$ cat config.mk
export PLATFORM = sky130hd
export DESIGN_NAME = cordic_phase_frontend
export DESIGN_NICKNAME = d
export VERILOG_FILES = /design/src/rtl/cordic_pkg.sv /design/src/rtl/cordic_phase_frontend.sv
export SDC_FILE = /design/constraint.sdc
export NUM_CORES = 1
export LEC_CHECK = 0
export CAP_MARGIN = 10
export CORE_ASPECT_RATIO = 0.5
export CORE_MARGIN = 5
export CORE_UTILIZATION = 50
export DETAILED_ROUTE_END_ITERATION = 12
export PLACE_DENSITY = 0.75
export SLEW_MARGIN = 5
export SYNTH_ARGS = -nofsm -noshare
export SYNTH_HDL_FRONTEND = slang
export SYNTH_SLANG_ARGS = --single-unit
$ cat constraint.sdc
create_clock -name clk -period 8.95 [get_ports clk]
set_input_delay 2.685 -clock clk [delete_from_list [all_inputs] [get_ports clk]]
set_output_delay 2.685 -clock clk [all_outputs]
set_load 0.02 [all_outputs]
$ cat src/rtl/cordic_pkg.sv
// Shared constants, types and helpers for the CORDIC sin/cos path.
// Angles and results are signed Q1.14.
package cordic_pkg;

  localparam int HALF_PI_Q14  = 25736;
  localparam int CORDIC_K_Q14 = 9949;
  localparam int CORDIC_ITERS = 8;

  typedef logic [1:0] quad_t;

  typedef enum logic [1:0] {
    IDLE,
    ISSUE,
    WAIT
  } state_t;

  function automatic logic signed [15:0] neg_sat(
    input logic signed [15:0] v
  );
    logic signed [15:0] r;
    if (v == 16'sh8000) r = 16'sh7fff;
    else r = -v;
    return r;
  endfunction

  // atan(2^-i) in Q1.14
  function automatic logic signed [15:0] atan_q14(
    input logic [2:0] i
  );
    logic signed [15:0] r;
    r = '0;
    case (i)
      3'd0: r = 16'sd12868;
      3'd1: r = 16'sd7596;
      3'd2: r = 16'sd4014;
      3'd3: r = 16'sd2037;
      3'd4: r = 16'sd1023;
      3'd5: r = 16'sd512;
      3'd6: r = 16'sd256;
      3'd7: r = 16'sd128;
      default: r = '0;
    endcase
    return r;
  endfunction

endpackage

$ cat src/rtl/cordic_phase_frontend.sv
// Phase accumulator and quadrant folding in front of cordic_sin_cos;
// launches one conversion per accepted tick and unfolds the result.
module cordic_phase_frontend
  import cordic_pkg::*;
#(
  parameter int ACC_W = 24
) (
  input  logic               clk,
  input  logic               reset,
  input  logic               tick,
  input  logic [ACC_W-1:0]   phase_inc,
  input  logic [15:0]        phase_ofs,
  output logic               cordic_start,
  output logic signed [15:0] cordic_angle,
  input  logic               cordic_done,
  input  logic signed [15:0] cordic_cos,
  input  logic signed [15:0] cordic_sin,
  output logic signed [15:0] cos_out,
  output logic signed [15:0] sin_out,
  output logic               out_valid,
  output logic               overrun
);

  state_t state, state_nxt;

  logic [ACC_W-1:0]   acc;
  logic [ACC_W-1:0]   acc_nxt;
  logic [15:0]        pw;
  logic [28:0]        prod;
  logic signed [15:0] angle_nxt;
  quad_t              quad;
  logic signed [15:0] cos_nxt, sin_nxt;

  assign acc_nxt   = acc + phase_inc;
  assign pw        = acc_nxt[ACC_W-1 -: 16] + phase_ofs;
  assign prod      = {15'd0, pw[13:0]} * 29'(HALF_PI_Q14);
  assign angle_nxt = {1'b0, prod[28:14]};

  always_comb begin
    state_nxt = state;
    unique case (state)
      IDLE:    if (tick) state_nxt = ISSUE;
      ISSUE:   state_nxt = WAIT;
      WAIT:    if (cordic_done) state_nxt = IDLE;
      default: state_nxt = IDLE;
    endcase
  end

  // Rotate the first-quadrant result back by quad * 90 degrees.
  always_comb begin
    cos_nxt = cordic_cos;
    sin_nxt = cordic_sin;
    unique case (quad)
      2'd0: begin
        cos_nxt = cordic_cos;
        sin_nxt = cordic_sin;
      end
      2'd1: begin
        cos_nxt = neg_sat(cordic_sin);
        sin_nxt = cordic_cos;
      end
      2'd2: begin
        cos_nxt = neg_sat(cordic_cos);
        sin_nxt = neg_sat(cordic_sin);
      end
      2'd3: begin
        cos_nxt = cordic_sin;
        sin_nxt = neg_sat(cordic_cos);
      end
      default: ;
    endcase
  end

  always_ff @(posedge clk or posedge reset) begin
    if (reset) begin
      state        <= IDLE;
      acc          <= '0;
      quad         <= '0;
      cordic_angle <= '0;
      cos_out      <= '0;
      sin_out      <= '0;
      out_valid    <= 1'b0;
      overrun      <= 1'b0;
    end else begin
      state     <= state_nxt;
      out_valid <= 1'b0;
      if (tick) acc <= acc_nxt;
      if (tick && state != IDLE) overrun <= 1'b1;
      if (tick && state == IDLE) begin
        quad         <= pw[15:14];
        cordic_angle <= angle_nxt;
      end
      if (state == WAIT && cordic_done) begin
        cos_out   <= cos_nxt;
        sin_out   <= sin_nxt;
        out_valid <= 1'b1;
      end
    end
  end

  assign cordic_start = (state == ISSUE);

endmodule

==> results.md <==
- Yosys top cell area share: 23.1%
- Syn Inst Count: 969
- H-tree lvl count: 3
- RSZ-0062 raised after global routing: true
- Synth cell types: 73
- Worst r2r path cells: 34
- Count of final hold-check violations: 0
- Routed WL per cell: 18.3 µm
- Grt ovf: 0
- DR iter-0 viols: 554
- Post-Place Worst Slack: -1.24 ns
- # hold bufs at CTS: 0
- Initial antenna violation count: 1
- Outcome: finished with violations
- Vias in the first global route: 8,253
- Setup crit start kind: primary input
- Via-to-Cell Ratio: 5.91
- Seq. cell area: 0.00193 mm²
- Crit path max fanout: 4
- Overall fraction of global-route tracks in use: 25.0%
- FF-to-FF Start: acc[0]
- # setup viols final: 9
- Critical path class: in -> reg
- Die H: 101 µm
- Post-synthesis sequential area ratio: 23.1%
- Port-buffer cells: 125
- CTS Root Cell: clkbuf_16
- Area contributors post-synth: dfrtp_1 (23%), ha_1 (19%), fa_1 (4.6%)
- Dpl cell area: 0.0108 mm²
- Yosys top cell by area: dfrtp_1
- Die area: 0.0195 mm²
- Final nets: 1,446
- Area Growth Syn to Fin: 41.0%
- Layout cells sized above 1: 25.3%
- Max_slew headroom: 29.3%
- Post-synth EDFFs: 0
- Max cap viols: 0
- FF-to-FF End: cordic_angle[13]
- Hold wc startpoint: overrun
- TritonCTS Buffers: 9
- Post-synth top flop: dfrtp_1
- Antenna Diode Count: 0
- Period utilisation layout: 104%
- CP Capture Type: flip-flop
- Synthesized area: 0.00834 mm²
- Multi-input gate area: 0.00652 mm²
- Syn Area/Cell: 8.61 µm²
- Reg2reg setup slack: 1.60 ns
- Final Max Tran Viols: 0
- ANT nets after route: 0
- Tightest Pin Transition: 1.06 ns
- Largest net degree at the start of global routing: 78
- CP max stage cell: fa_1
- Setup skew after layout: 0.0130 ns
- Max Freq: 107 MHz
- Drt drc: 0
- Failing checks: setup timing
- CP peak stage delay: 0.56 ns
- Arrival time worst endpoint: 9.59 ns
- Most common cell after layout, fill and taps aside: buf_4
- Min-Delay Path Depth: 1
- Row cnt: 33
- Synth Warn #: 0
- GP Congestion: 0.911
- Hold slack: 0.477 ns
- Die X-Extent: 193 µm
- Starting Density: 50.9%
- Number of fill cells: 1,166
- Ys async rst share: 100%
- CTS tree: built
- Crit path time final: 9.34 ns
- DR vias: 8,616
- Worst path required time: 9.20 ns
- CTS Buffer Depth: 2
- Clk pin slew, worst setup/hold paths: 0.07 ns
- Most frequent cells in the layout: buf_4 (153), clkdlybuf4s50_1 (119), ha_1 (99)
- HPWL Detailed: 17,900 µm
- Clock sink count: 77
- Yosys reg bits: 77
- Worst skew pair latency: 0.35 ns
- WHS Endpoint: overrun
- First-pass GRT wire length: 39,800 µm
- Io pins: 127
- Hold Path Class: reg -> reg
- Core Region: 0.0164 mm²
- TritonRoute pass-1 iters: 6
- Setup_tns: -2.57 ns
- Layout Cell Area excl Fill: 0.0118 mm²
- Final WL: 26,700 µm
- Syn_nets: 1,189
- Fin worst setup slack: -0.392 ns
## worst max path at each step
| stage | from | to | slack [ns] | depth (start not counted) |
|---|---|---|---|---|
| 5_1_grt | phase_inc[0] | cordic_angle[13] | -0.61 | 35 |
| 3_5_place_dp | phase_inc[1] | cordic_angle[13] | -1.24 | 30 |
| 2_1_floorplan | phase_inc[0] | cordic_angle[14] | -0.06 | 34 |
| 3_3_place_gp | phase_inc[1] | cordic_angle[14] | -0.95 | 30 |
| 4_1_cts | phase_inc[0] | cordic_angle[13] | -0.16 | 35 |
| 6_report | phase_inc[0] | cordic_angle[13] | -0.39 | 35 |
## registers in the layout, indices dropped and copies added (netlist names)
signal        count
cordic_angle     15
cos_out          16
acc              24
out_valid         1
state             2
sin_out          16
overrun           1
quad              2
## synth_stat cells (14+ instances only)
master	n
fa_1	19
nand3_1	15
dfrtp_1	77
nor2_1	53
mux2_2	27
xnor2_1	35
ha_1	125
a211oi_1	14
inv_1	82
xor2_1	15
o21ai_0	67
o21a_1	14
a21o_1	21
nand2_1	88
nor3_1	23
clkbuf_1	16
a21oi_1	63
## stage by stage
| stage | instances | util, % |
|---|---|---|
| final | 1458 | 71.8 |
| after floorplan | 969 | - |
| after global routing | 1458 | 71.8 |
| after detailed placement | 1418 | 65.8 |
| after CTS | 1450 | 70.3 |
| after global placement | 1418 | 65.8 |
## critical path, delay by kind of cell
family                     cells  cell delay [ns]
AOI/OAI and AO/OA             17             3.10
buffers and inverters          5             0.33
and+or+nand+nor                2             0.24
adders and majority gates      9             2.83
xor gates and xnor gates       2             0.39
## kinds of logic (layout without fill, tap and decap cells)
logic type / after synthesis / in the layout / share of synthesized area, %
AOI/OAI and AO/OA: 290 / 290 / 22.7
and+or+nand+nor: 258 / 258 / 15.1
adders and majority gates: 144 / 144 / 23.3
buffers and inverters: 117 / 379 / 6.30
DFF: 77 / 77 / 23.1
xor gates and xnor gates: 50 / 50 / 5.25
muxes: 32 / 32 / 4.24
other: 1 / 1 / 0.0449
## timing repair
action | in CTS | in global routing
setup buffers | 16 | 8
gates cloned | 0 | 0
setup endpoints to repair | 13 | 14
gates resized for setup | 76 | 36
pin swaps | 54 | 22
## layer usage
metal | GRT usage (%) | part of all wire [%] | up-vias
li1 | - | - | 4049
met1 | 32.0 | 41 | 4121
met2 | 44.3 | 49 | 361
met3 | 4.06 | 6.6 | 83
met4 | 6.52 | 3.2 | 2
met5 | 0 | 0.030 | -
## area by class of cell
class	instances	share of cell area [%]
clock buffers	11	2.06
multi-input cells	775	55.4
repair buffers	280	20.5
flip-flops and latches	77	16.4
well taps	227	2.41
inverters	83	2.66
clock inverters	5	0.553
Power is not shown: default switching activity piles up to over one toggle a cycle in this logic, so the estimate is an artifact.
